===== config.mk =====
export PLATFORM = sky130hd
export DESIGN_NAME = aes_round_sequencer
export DESIGN_NICKNAME = d
export VERILOG_FILES = /design/src/rtl/aes_pkg.sv /design/src/rtl/aes_beat_counter.sv /design/src/rtl/aes_round_sequencer.sv
export SDC_FILE = /design/constraint.sdc
export NUM_CORES = 1
export LEC_CHECK = 0
export BUFFER_PORTS_ARGS = -buffer_cell sky130_fd_sc_hd__buf_2
export CORE_MARGIN = 1
export CORE_UTILIZATION = 51
export DETAILED_ROUTE_END_ITERATION = 6
export PLACE_DENSITY = 0.77
export SLEW_MARGIN = 20
export SYNTH_ARGS = -nofsm -noshare
export SYNTH_HDL_FRONTEND = slang
export SYNTH_SLANG_ARGS = --single-unit

===== constraint.sdc =====
create_clock -name clk -period 2.7 [get_ports clk]
set_clock_uncertainty 0.1 [all_clocks]
set_input_delay 0.135 -clock clk [delete_from_list [all_inputs] [get_ports clk]]
set_output_delay 0.135 -clock clk [all_outputs]
set_load 0.005 [all_outputs]

===== src/rtl/aes_pkg.sv =====
// aes_pkg: shared types, constants and round-count helper for the AES sequencer
package aes_pkg;
  localparam int AES_BLOCK_BYTES = 16;
  typedef enum logic [1:0] {KEY_128, KEY_192, KEY_256, KEY_BAD} key_mode_t;
  typedef enum logic [2:0] {IDLE, LOAD, ROUND, FINAL, DONE} seq_state_t;
  function automatic logic [3:0] aes_nr(key_mode_t m);
    return m == KEY_192 ? 4'd12 : m == KEY_256 ? 4'd14 : 4'd10;
  endfunction
endpackage


===== src/rtl/aes_beat_counter.sv =====
// aes_beat_counter: beat index within a round, wrapping at BEATS-1 with a wrap pulse
module aes_beat_counter #(
  parameter int BEATS = 16
) (
  input  logic       clk,
  input  logic       rst,
  input  logic       en,
  input  logic       clear,
  output logic [3:0] count,
  output logic       wrap
);
  localparam logic [3:0] LAST = 4'(BEATS - 1);
  assign wrap = en && count == LAST;
  always_ff @(posedge clk)
    if (rst || clear) count <= '0;
    else if (en) count <= wrap ? '0 : count + 4'd1;
endmodule


===== src/rtl/aes_round_sequencer.sv =====
// aes_round_sequencer: round/beat sequencer driving the AES datapath and round-key memory
module aes_round_sequencer
  import aes_pkg::*;
#(
  parameter int LANE_BYTES = 1,
  parameter int KEY_ADDR_W = 8
) (
  input  logic                  clk,
  input  logic                  rst,
  input  logic                  start_valid,
  output logic                  start_ready,
  input  logic [1:0]            key_mode,
  input  logic                  encrypt,
  input  logic                  beat_valid,
  output logic                  done_valid,
  input  logic                  done_ready,
  output logic                  busy,
  output logic                  en_datapath,
  output logic [3:0]            round_counter,
  output logic [3:0]            inner_state_counter,
  output logic                  first_round,
  output logic                  last_round,
  output logic                  load_round_key,
  output logic [KEY_ADDR_W-1:0] addr_round_key_mem,
  output logic                  mode_err
);
  localparam int BEATS = AES_BLOCK_BYTES / LANE_BYTES;
  localparam logic [3:0] LAST_BEAT = 4'(BEATS - 1);
  localparam logic [KEY_ADDR_W-1:0] BEATS_A = KEY_ADDR_W'(BEATS);
  localparam logic [KEY_ADDR_W-1:0] BACK_A = KEY_ADDR_W'(2 * BEATS - 1);
  seq_state_t state, state_n;
  logic [3:0] nr, nr_in;
  logic       enc, accept, active, at_last, cnt_en, wrap;
  assign nr_in = aes_nr(key_mode_t'(key_mode));
  assign accept = start_valid && state == IDLE;
  assign active = state == LOAD || state == ROUND || state == FINAL;
  assign at_last = inner_state_counter == LAST_BEAT;
  // the last FINAL beat does not advance, so DONE shows the final round/beat/address
  assign cnt_en = beat_valid && active && !(state == FINAL && at_last);
  assign start_ready = state == IDLE;
  assign busy = state != IDLE;
  assign done_valid = state == DONE;
  assign first_round = state == LOAD;
  assign last_round = state == FINAL;
  assign en_datapath = beat_valid && active;
  assign load_round_key = en_datapath;
  always_comb begin
    state_n = state;
    case (state)
      IDLE:  state_n = start_valid ? LOAD : IDLE;
      LOAD:  state_n = beat_valid && at_last ? ROUND : LOAD;
      ROUND: state_n = beat_valid && at_last && round_counter == nr - 4'd1 ? FINAL : ROUND;
      FINAL: state_n = beat_valid && at_last ? DONE : FINAL;
      DONE:  state_n = done_ready ? IDLE : DONE;
      default: state_n = IDLE;
    endcase
  end
  aes_beat_counter #(.BEATS(BEATS)) u_beat (
    .clk(clk),
    .rst(rst),
    .en(cnt_en),
    .clear(accept),
    .count(inner_state_counter),
    .wrap(wrap)
  );
  // decrypt walks rounds downward: on wrap step back to the start of round R-1
  always_ff @(posedge clk)
    if (rst) begin
      state <= IDLE;
      nr <= 4'd10;
      enc <= 1'b1;
      round_counter <= '0;
      addr_round_key_mem <= '0;
      mode_err <= 1'b0;
    end else begin
      state <= state_n;
      mode_err <= accept && key_mode == 2'd3;
      if (accept) begin
        nr <= nr_in;
        enc <= encrypt;
        round_counter <= '0;
        addr_round_key_mem <= encrypt ? '0 : KEY_ADDR_W'(nr_in) * BEATS_A;
      end else if (cnt_en) begin
        round_counter <= round_counter + {3'b0, wrap};
        addr_round_key_mem <= enc || !wrap ? addr_round_key_mem + 1'b1 : addr_round_key_mem - BACK_A;
      end
    end
endmodule


## Yosys cells after proc, flatten, opt, wreduce, memory -nomap -nowiden

Cells that the tools add are included.

- Add/sub/neg operators: 5
- Equal/unequal tests: 9
- Multiplexer cells: 13
- Reduce and logical (&&, ||, !) cells: 18

Operators by type and width:

| kind | count |
|---|---|
| two-way mux 8 bit | 4 |
| one-hot mux 3 bit (5 select lines) | 1 |
| two-way mux 3 bit | 4 |
| adder 8 x 1 -> 8 bit, second input constant | 1 |
| logical AND 1 bit | 8 |
| subtractor 8 x 5 -> 8 bit, second input constant | 1 |
| == test 3 x 2 -> 1 bit, second input constant | 2 |
| adder 4 x 1 -> 4 bit | 1 |
| adder 4 x 1 -> 4 bit, second input constant | 1 |
| == test 2 bit, second input constant | 2 |
| == test 4 bit | 1 |
| == test 4 bit, second input constant | 1 |
| logical OR 1 bit | 4 |
| two-way mux 4 bit | 1 |
| subtractor 4 x 1 -> 4 bit, second input constant | 1 |
| == test 3 x 1 -> 1 bit, second input constant | 1 |
| == test 3 bit, second input constant | 1 |
| logical NOT 3 bit | 1 |
| nonzero test 3 bit | 1 |
| == test 2 x 1 -> 1 bit, second input constant | 1 |
| logical NOT 1 bit | 2 |
| two-way mux 1 bit | 2 |
| two-way mux 2 bit | 1 |
| nonzero test 2 bit | 1 |
| OR reduction 2 bit | 1 |

- Register bits: 25
- Input port bits: 8
- Output and inout port bits: 24

## Logic depth before layout (Yosys ltp)

Gate-level depths: netlist of run 1.

- Depth in word-level cells: 11
- Mapped depth: 11

## Modules after synthesis

A second synthesis of run 1 with hierarchy kept.

- Cell total of the unflattened synthesis: 148
- Area, all modules: 1,320.0 um2

By module, submodules not included:

| module | instances | cells each | area each (um2) | seq. area each (um2) |
|---|---|---|---|---|
| aes_round_sequencer | 1 | 128 | 1,123.6 | 380.4 |
| aes_beat_counter | 1 | 20 | 196.4 | 80.1 |

## Worst setup path after synthesis of run 1

Ideal clock, no wire load.

- Kind: register -> register
- Start: reg u_beat.count[0]
- End: reg round_counter[2]
- Setup time: 0.128 ns
- Arrival: 2.236 ns
- Path slack: 0.237 ns
- Stages on the path, launching flop included: 12
- Path buffers: 2
- Cells stage by stage: dfxtp_1 > ha_1 > and3_1 > buf_4 > a211oi_2 > clkbuf_1 > and2_1 > ha_1 > ha_1 > nand2_1 > xor2_1 > nor2_1

- Word-level cells in the longest chain between the ends: 6

RTL lines:

| element | line | source |
|---|---|---|
| from (decl) | aes_beat_counter.sv:9 | `output logic [3:0] count,` |
| from (signal assigned) | aes_beat_counter.sv:16 | `else if (en) count <= wrap ? '0 : count + 4'd1;` |
| == test 4 bit (*) | aes_beat_counter.sv:13, aes_round_sequencer.sv:37 |  |
| logical AND 1 bit | aes_round_sequencer.sv:39 | `assign cnt_en = beat_valid && active && !(state == FINAL && at_last);` |
| logical NOT 1 bit | aes_round_sequencer.sv:39 |  |
| logical AND 1 bit | aes_round_sequencer.sv:39 |  |
| logical AND 1 bit | aes_beat_counter.sv:13 | `assign wrap = en && count == LAST;` |
| adder 4 x 1 -> 4 bit | aes_round_sequencer.sv:84 | `round_counter <= round_counter + {3'b0, wrap};` |
| to (signal assigned) | aes_round_sequencer.sv:84 |  |
| to (decl) | aes_round_sequencer.sv:19 | `output logic [3:0] round_counter,` |

Every way passes the cells marked *; elsewhere a longest branch is shown, timed or not.
A chain may end at the register's enable or synchronous reset.

## Final worst setup path of run 1

- Start: reg u_beat.count[0]
- End: reg addr_round_key_mem[5]

- Word-level cells in the longest chain between the ends: 10

RTL lines:

| element | line | source |
|---|---|---|
| == test 4 bit (*) | aes_beat_counter.sv:13, aes_round_sequencer.sv:37 |  |
| logical AND 1 bit | aes_round_sequencer.sv:39 |  |
| logical NOT 1 bit | aes_round_sequencer.sv:39 |  |
| logical AND 1 bit | aes_round_sequencer.sv:39 |  |
| logical AND 1 bit | aes_beat_counter.sv:13 |  |
| logical NOT 1 bit | aes_round_sequencer.sv:85 | `addr_round_key_mem <= enc \|\| !wrap ? addr_round_key_mem + 1'b1 : addr_round_key_mem - BACK_A;` |
| logical OR 1 bit | aes_round_sequencer.sv:85 |  |
| two-way mux 8 bit | aes_round_sequencer.sv:85 |  |
| two-way mux 8 bit | aes_round_sequencer.sv:83 | `end else if (cnt_en) begin` |
| two-way mux 8 bit | aes_round_sequencer.sv:78 | `if (accept) begin` |
| to (signal assigned) | aes_round_sequencer.sv:82 | `addr_round_key_mem <= encrypt ? '0 : KEY_ADDR_W'(nr_in) * BEATS_A;` |
| to (signal assigned) | aes_round_sequencer.sv:85 |  |
| to (decl) | aes_round_sequencer.sv:24 | `output logic [KEY_ADDR_W-1:0] addr_round_key_mem,` |

Every way passes the cells marked *; elsewhere a longest branch is shown, timed or not. The select of a mux whose other input is x is not followed.

==> results.cfg, run 1 <==
[run_status]
status = finished clean

[power]
ir_worst_vdd_v = 0.000378
p_clk_frac = 0.263
power_leakage_nw = 0.681
power_per_cell_area_nw_per_um2 = 417
intPower_mw = 0.442
switching_share = 0.260
power_frac_seq = 0.605
power_mw = 0.598
p_comb_frac = 0.131
switching_power_mw = 0.156

[route]
drtIter0Drc = 14
vias = 1117
finalWirelength_microns = 2520
drtPass1Iterations = 4
antenna_left = 0
routedWlPerCell_microns = 12.1
drc = 0
viasPerCell = 5.37

[floorplan]
core_sq_um = 2250
die_h_microns = 51.2
start_util = 0.547
fp-row-count = 17
fp.dieW_microns = 51.2
ios = 32
die_area_sq_um = 2620

[critical_path]
path_depth = 6
cp_slowest_stage_delay_ns = 0.56
rr_endpoint = addr_round_key_mem[5]$_SDFFE_PP0P_
crit_end = addr_round_key_mem[5]$_SDFFE_PP0P_
endpoint_kind = flop
r2r_start = u_beat.count[0]$_SDFFE_PP0P_
worstSetupPathType = flop to flop
cp.arrival_ns = 2.59
critPathLaunchType = flop
rr_worst_depth = 6
cp_cell_sequence = ha_1 > and3_1 > or4b_1 > xor2_1 > or3_1 > a311oi_1
reg2reg_slack_ns = 0.23
crit_fanout = 8
cp_num_buf_inv = 0
required_ns = 2.82
crit_start = u_beat.count[0]$_SDFFE_PP0P_
crit_family = simple AND/OR/NAND/NOR gates
critPathSlowestCell = or4b_1

[layout]
postLayoutCoreUtil = 0.635
nNetsFinal = 196
area_growth_pct = 16.1
fill_cells = 217
drive_gt1_frac = 0.200
final_cell_count_no_fill = 208
n_antenna_cell = 0
fin_area_sq_um = 1430

[yosys]
synth_area_leaders = dfxtp_1, xor2_1, ha_1, nand2_1, nor2_1
ys_warn_count = 0
ys_seq_area_frac = 0.374
synth.most_common_cell = dfxtp_1
synth_nets = 166
synth_cell_types = 33
async_reset_ff_frac = 0
syn_avg_cell_area_sq_um = 8.16
synth_area_sq_um = 1230
synth-edff-count = 0
ys_ff_latch = 23
synth_area_leader_cell = dfxtp_1
ys.flop_type = dfxtp_1
yosysTopAreaCellShare = 0.374
syn_inst = 151
synth_common_cells = dfxtp_1, nand2_1, nor2_1

[place]
finalWeightedCongestion = 0.857
io_buffers = 31
dp_hpwl_microns = 1880
pre_cts_slack_ns = 0.260
placed_cells = 202
place_area_sq_um = 1390

[sta]
finalSetupViolCount = 0
worst_pin_slew_ns = 0.459
finalCritPeriodShare = 0.914
relSlewSlack = 0.693
fmax_ghz = 0.405
final-hold-violation-count = 0
slew_violations = 0
holdWs_ns = 0.0317
setup_ws_ns = 0.231
rsz0062_at_grt = false
period_needed_ns = 2.47
tns_ns = 0

[clock_tree]
postCtsResizedCells = 0
clock_latency_ns = 0.30
clock_sinks = 23
cts_setup_buffers = 0
clkSlewWorstSetupHoldPaths_ns = 0.12
cts_tree = yes
cts.path.max_buffers = 2
root_buffer = clkbuf_4
cts_hold_buf = 2
h-tree-depth = 1
cts_buffers = 3

[flow_run]
maxCapViolations = 0

[global_routing]
grt-ovfl-total = 0
grt_pass1_vias = 1007
grt_max_degree = 17
antenna_found_initial = 0
grt_pass1_wl_microns = 4210
track_usage = 0.212

[min_path]
worstHoldPathType = input port to flop
power groups by stage:
stage               sequential [mW]  combinational (mW)  clock [mW]
CTS                           0.362              0.0793       0.163
global route                  0.364              0.0880       0.176
global placement              0.369              0.0746           0
detailed placement            0.369              0.0769           0
floorplan                     0.366              0.0537           0
finish                        0.362              0.0786       0.157
logic make-up after synthesis:
family | share of synthesized area
AO/OA/AOI/OAI | 0.120
XOR/XNOR | 0.0924
adder cells (fa/ha/maj) | 0.0711
buffers and inverters | 0.0548
flip-flops | 0.374
multiplexers | 0.0162
AND/OR/NAND/NOR | 0.272
registers in the layout, indices dropped and copies added (netlist names):
| register | count |
|---|---|
| addr_round_key_mem | 8 |
| enc | 1 |
| mode_err | 1 |
| nr | 2 |
| round_counter | 4 |
| state | 3 |
| u_beat.count | 4 |
worst min-delay path: cells and delay by family:
family,cells,cell delay (ns)
buffers and inverters,2,0.15
and+or+nand+nor,1,0.08
AOI/OAI and AO/OA,1,0.05
cell usage in the layout (no fill, tap or decap), drive strengths merged, types with 2 or more instances in the layout:
| master | netlist | final |
|---|---|---|
| a211o | 2 | 2 |
| a211oi | 2 | 2 |
| a21oi | 8 | 8 |
| and2 | 3 | 3 |
| and3 | 4 | 4 |
| buf | 5 | 32 |
| clkbuf | 4 | 4 |
| dfxtp | 23 | 23 |
| dlygate4sd3 | 0 | 2 |
| ha | 7 | 7 |
| inv | 6 | 6 |
| mux2i | 2 | 2 |
| nand2 | 20 | 20 |
| nand3 | 3 | 3 |
| nand4 | 4 | 4 |
| nor2 | 18 | 18 |
| nor3 | 8 | 8 |
| nor3b | 2 | 2 |
| o21ai | 4 | 4 |
| or3 | 3 | 3 |
| xnor2 | 2 | 2 |
| xor2 | 11 | 11 |
layout make-up:
| class | count | area, sq um | share of cell area |
|---|---|---|---|
| flip-flops and latches | 23 | 460 | 0.322 |
| well taps | 28 | 35.0 | 0.0245 |
| repair buffers | 34 | 183 | 0.128 |
| multi-input cells | 113 | 704 | 0.492 |
| clock buffers | 4 | 26.3 | 0.0184 |
| inverters | 6 | 22.5 | 0.0157 |
per-layer routing:
layer | GRT usage | wire length [microns] | vias to the layer above
met1 | 0.268 | 1190 | 513
met3 | 0.0268 | 83 | 4
met4 | 0.0833 | 39 | 0
met2 | 0.364 | 1210 | 26
met5 | 0 | 0 | -
li1 | - | - | 574
how the worst min path moves through the flow:
stage	start	endpoint	slack (ns)	cells past startpoint
after global placement	encrypt	enc$_SDFFE_PP1P_	0.31	3
after global routing	done_ready	state[2]$_SDFF_PP0_	0.05	4
after floorplan	encrypt	enc$_SDFFE_PP1P_	0.17	2
after CTS	done_ready	state[2]$_SDFF_PP0_	0.03	4
after detailed placement	encrypt	enc$_SDFFE_PP1P_	0.31	3
final	done_ready	state[2]$_SDFF_PP0_	0.03	4
(Power assumes the default switching activity.)
==> inputs of run 2 (changes only) <==
Settings changed: BUFFER_PORTS_ARGS -buffer_cell sky130_fd_sc_hd__buf_2 to default, CORE_UTILIZATION 51 to 57, DONT_BUFFER_PORTS from default to 1, PLACE_DENSITY 0.77 to 0.72.
==> run 2 against run 1 <==
Effect of this change:
- sequential power barely moved
- sequential cell count did not move
- wire length fell by 3.3%
- combinational power fell by 14%
- worst hold slack got worse by 0.019 ns
- power fell by 1.1%
- critical endpoint unchanged
- setup slack improved by 0.13 ns
- sequential share of layout area rose by 2.4 points
- global-route usage rose by 1.1 points
- clock power barely moved
- cell area fell by 6.8%
- largest power group unchanged
- non-clock buffer count fell by 25
==> results.cfg, run 2 (synthesis results as in run 1) <==
[sta]
rsz0062_at_grt = false
period_needed_ns = 2.34
relSlewSlack = 0.707
finalSetupViolCount = 0
slew_violations = 0
tns_ns = 0
worst_pin_slew_ns = 0.436
finalCritPeriodShare = 0.868
holdWs_ns = 0.0131
fmax_ghz = 0.427
final-hold-violation-count = 0
setup_ws_ns = 0.356

[critical_path]
required_ns = 2.83
rr_worst_depth = 6
cp.arrival_ns = 2.47
cp_num_buf_inv = 0
critPathLaunchType = flop
rr_endpoint = addr_round_key_mem[5]$_SDFFE_PP0P_
r2r_start = u_beat.count[0]$_SDFFE_PP0P_
cp_cell_sequence = ha_1 > and3_1 > or4b_1 > xor2_1 > or3_1 > a311oi_1
crit_fanout = 6
worstSetupPathType = flop to flop
cp_slowest_stage_delay_ns = 0.53
critPathSlowestCell = or4b_1
crit_family = simple AND/OR/NAND/NOR gates
endpoint_kind = flop
reg2reg_slack_ns = 0.36

[layout]
fin_area_sq_um = 1330
drive_gt1_frac = 0.0452
n_antenna_cell = 0
postLayoutCoreUtil = 0.666
largestRegisters = addr_round_key_mem: 8 flops, round_counter: 4 flops, u_beat.count: 4 flops
final_cell_mix = dfxtp_1, nand2_1, nor2_1
multi_input_area_sq_um = 704
fill_cells = 191
final_common_cell = dfxtp_1
top_register = addr_round_key_mem
largest_reg_flops = 8
regArea_sq_um = 460
nNetsFinal = 171
area_growth_pct = 8.22

[route]
antenna_left = 0
vias = 1039
drc = 0
finalWirelength_microns = 2440
drtPass1Iterations = 4
viasPerCell = 5.71
routedWlPerCell_microns = 13.4
drtIter0Drc = 11

[place]
place_area_sq_um = 1240
dp_hpwl_microns = 1760
finalWeightedCongestion = 0.819
io_buffers = 0
pre_cts_slack_ns = 0.381

[clock_tree]
cts_buffers = 3
clock_latency_ns = 0.31
root_buffer = clkbuf_4
cts_setup_buffers = 0
cts.path.max_buffers = 2
clkSlewWorstSetupHoldPaths_ns = 0.13
h-tree-depth = 1
cts_tree = yes
clock_sinks = 23

[run_status]
status = finished clean

[power]
ir_worst_vdd_v = 0.000340
power_per_cell_area_nw_per_um2 = 443
power_leakage_nw = 0.558

[min_path]
min_to = state[0]$_SDFF_PP0_
min_delay_path_depth = 3
worstHoldPathType = input port to flop
hp-start = beat_valid

[global_routing]
grt_pass1_wl_microns = 4150
grt_pass1_vias = 991
grt_max_degree = 17
track_usage = 0.223
grt-ovfl-total = 0
antenna_found_initial = 0

[floorplan]
fp.dieW_microns = 48.5
die_h_microns = 48.5
core_sq_um = 2000
start_util = 0.616
die_area_sq_um = 2350
fp-row-count = 16
ios = 32

[flow_run]
maxCapViolations = 0
-- run 2: cell count changes in the layout (fill, tap and decap cells not counted) --
cell           change
clkbuf_1           -1
clkinv_2           +1
buf_2             -31
dlygate4sd3_1      +5
buf_4              +1
-- run 2: cell type report --
class,count,share of cell area
multi-input cells,113,0.528
flip-flops and latches,23,0.345
repair buffers,9,0.0638
well taps,27,0.0253
clock buffers,3,0.0169
inverters,6,0.0169
clock inverters,1,0.00375
-- run 2: how the worst max path moves through the flow --
stage / startpoint / end / slack [ns] / depth (start not counted)
after floorplan: u_beat.count[0]$_SDFFE_PP0P_ / round_counter[2]$_SDFFE_PP0P_ / 0.24 / 11
after global routing: u_beat.count[0]$_SDFFE_PP0P_ / addr_round_key_mem[5]$_SDFFE_PP0P_ / 0.19 / 6
after global placement: u_beat.count[0]$_SDFFE_PP0P_ / addr_round_key_mem[5]$_SDFFE_PP0P_ / 0.45 / 6
after detailed placement: u_beat.count[0]$_SDFFE_PP0P_ / addr_round_key_mem[5]$_SDFFE_PP0P_ / 0.38 / 6
after CTS: u_beat.count[0]$_SDFFE_PP0P_ / addr_round_key_mem[5]$_SDFFE_PP0P_ / 0.37 / 6
final: u_beat.count[0]$_SDFFE_PP0P_ / addr_round_key_mem[5]$_SDFFE_PP0P_ / 0.36 / 6
-- run 2: timing repair --
action,4_1_cts,5_1_grt
endpoints found under the hold margin,10,0
hold buffers,7,0
gates resized for setup,0,0
-- run 2: through the flow --
| step | cells | power (mW) |
|---|---|---|
| final | 182 | 0.591 |
| after detailed placement | 171 | 0.429 |
| after floorplan | 151 | 0.419 |
| after global routing | 182 | 0.622 |
| after global placement | 171 | 0.427 |
| after CTS | 182 | 0.599 |
-- run 2: per-layer routing --
metal | wire (microns) | share of wire | track usage
met5 | 0 | 0 | 0
met3 | 103 | 0.042 | 0.0535
met2 | 1200 | 0.49 | 0.401
met4 | 23 | 0.0094 | 0.0588
met1 | 1110 | 0.46 | 0.265
-- run 2: worst reg2reg max path, cell delays in order, from the launching register on --
cell and delay, ns:
dfxtp_1 0.46, ha_1 0.23, and3_1 0.18, or4b_1 0.53
xor2_1 0.20, or3_1 0.30, a311oi_1 0.26
-- run 2: power by group --
group | total [mW] | switching, mW | internal [mW] | leakage (nW)
clock | 0.160 | 0.104 | 0.0554 | 0.0177
combinational | 0.0677 | 0.0394 | 0.0283 | 0.354
sequential | 0.364 | 0.0139 | 0.350 | 0.187
total | 0.591 | 0.158 | 0.434 | 0.558
==> inputs of run 3 (changes only) <==
Settings changed: ABC_AREA from default to 1.
==> run 3 against run 2 <==
Effect of this change:
- critical path type unchanged
- clock-buffer cell count increased by 1
- sequential cell count unchanged
- core utilization is 1.4 points lower
==> results.cfg, run 3 <==
[run_status]
status = finished clean

[place]
place_area_sq_um = 1360
dp_hpwl_microns = 2110
pre_cts_slack_ns = 0.768
io_buffers = 0
finalWeightedCongestion = 0.832

[critical_path]
cp.arrival_ns = 2.55
crit_family = buffers and inverters
required_ns = 2.81
crit_fanout = 4
cp_cell_sequence = ha_1 > inv_1 > nor2_4 > nand4_4 > xnor2_1 > inv_1 > nand2_1 > nand3_1 > nand2_1 > a21oi_2 > dlygate4sd3_1
worstSetupPathType = flop to flop
critPathLaunchType = flop
endpoint_kind = flop
cp_slowest_stage_delay_ns = 0.56
critPathSlowestCell = dlygate4sd3_1
cp_num_buf_inv = 3

[floorplan]
ios = 32
core_sq_um = 2210
die_area_sq_um = 2540
fp.dieW_microns = 50.4
fp-row-count = 17
start_util = 0.603
die_h_microns = 50.4

[route]
vias = 1164
finalWirelength_microns = 2700
drc = 0
viasPerCell = 5.44
drtPass1Iterations = 4
antenna_left = 0
routedWlPerCell_microns = 12.6
drtIter0Drc = 14

[global_routing]
grt-ovfl-total = 0
track_usage = 0.233
grt_max_degree = 15
antenna_found_initial = 0
grt_pass1_vias = 1028
grt_pass1_wl_microns = 4380

[flow_run]
maxCapViolations = 0

[clock_tree]
root_buffer = clkbuf_4
cts_buffers = 3
cts.path.max_buffers = 2
clock_latency_ns = 0.31
cts_tree = yes
postCtsResizedCells = 0
clock_sinks = 23
clkSlewWorstSetupHoldPaths_ns = 0.13
h-tree-depth = 1

[power]
ir_worst_vdd_v = 0.000301
power_leakage_nw = 0.626
power_per_cell_area_nw_per_um2 = 434

[sta]
tns_ns = 0
worst_pin_slew_ns = 0.334
finalCritPeriodShare = 0.904
relSlewSlack = 0.776
period_needed_ns = 2.44
fmax_ghz = 0.409
finalSetupViolCount = 0
holdWs_ns = 0.00554
slew_violations = 0
setup_ws_ns = 0.258
final-hold-violation-count = 0
rsz0062_at_grt = false

[yosys]
synth_area_leaders = dfxtp_1, inv_1, nand2_1, ha_1, a21oi_1
synth_common_cells = inv_1, nand2_1, dfxtp_1
yosysTopAreaCellShare = 0.345
synth-edff-count = 0
synth_area_sq_um = 1330
ys_seq_area_frac = 0.345
ys.flop_type = dfxtp_1
syn_avg_cell_area_sq_um = 7.49
async_reset_ff_frac = 0
ys_warn_count = 0
ys_ff_latch = 23
synth_area_leader_cell = dfxtp_1
syn_inst = 178
synth_cell_types = 32
synth_nets = 193

[layout]
largestRegisters = addr_round_key_mem: 8 flops, round_counter: 4 flops, u_beat.count: 4 flops
top_register = addr_round_key_mem
final_cell_mix = nand2_1, inv_1, dfxtp_1
n_antenna_cell = 0
nNetsFinal = 202
fin_area_sq_um = 1440
area_growth_pct = 8.16
drive_gt1_frac = 0.151
largest_reg_flops = 8

[min_path]
worstHoldPathType = input port to flop
## run 3: cell types whose count changed after synthesis, sizes merged, moves of 4 or more
| cell | change |
|---|---|
| nand3 | +6 |
| a21oi | +7 |
| inv | +23 |
| nor2 | +4 |
| clkbuf | -4 |
| xor2 | -9 |
| nand2 | +13 |
| o21ai | +10 |
## run 3: power by group
group,switching (mW),total (mW),internal (mW)
Sequential,0.0140,0.366,0.352
Clock,0.104,0.162,0.0577
Combinational,0.0596,0.0972,0.0376
## run 3: final timing paths
check | start | endpoint | slack, ns | depth (start not counted)
hold reg to reg | nr[2]$_SDFFE_PP0P_ | nr[2]$_SDFFE_PP0P_ | 0.39 | 2
hold / removal | key_mode[0] | mode_err$_SDFF_PP0_ | 0.006 | 3
setup / recovery | u_beat.count[0]$_SDFFE_PP0P_ | addr_round_key_mem[7]$_SDFFE_PP0P_ | 0.26 | 11
setup reg to reg | u_beat.count[0]$_SDFFE_PP0P_ | addr_round_key_mem[7]$_SDFFE_PP0P_ | 0.26 | 11
## run 3: tightest hold or removal path, delay by kind of cell
family / cells / cell delay [ns]
adders and majority gates: 1 / 0.12
and+or+nand+nor: 2 / 0.13
## run 3: routing by layer
layer  wire (microns)  up-vias  share of wire  global-route usage
met2             1190       37           0.44               0.362
li1                 -      598              -                   -
met5                0        -              0                   0
met4               96        0          0.036               0.148
met3              152        8          0.056              0.0515
met1             1260      521           0.47               0.288
## run 3: logic make-up (layout without fill, tap and decap cells)
logic type               count (synthesis)  count (layout)  share of synthesized area
AO/OA/AOI/OAI                           35              35                      0.152
XOR/XNOR                                 5               5                     0.0328
adder cells (fa/ha/maj)                  7               7                     0.0657
buffers and inverters                   31              39                     0.0947
flip-flops                              23              23                      0.345
AND/OR/NAND/NOR                         77              77                      0.310
## run 3: per-stage QoR
stage / util / total power, mW / cells
after floorplan: - / 0.445 / 178
after global placement: 0.613 / 0.458 / 204
after detailed placement: 0.613 / 0.461 / 204
after CTS: 0.652 / 0.629 / 214
after global routing: 0.652 / 0.657 / 214
final: 0.652 / 0.625 / 214
## run 3: layout make-up
| type | instances | area, sq um |
|---|---|---|
| clock buffer | 4 | 26.3 |
| fill | 204 | 769 |
| inverter | 29 | 114 |
| multi-input combinational | 124 | 747 |
| sequential | 23 | 460 |
| tap | 28 | 35.0 |
| timing repair buffer | 6 | 60.1 |
## run 3: timing repair
action / CTS / global route
hold buffers: 6 / 0
hold endpoints to repair: 11 / 0
buffers inserted: 0 / 0
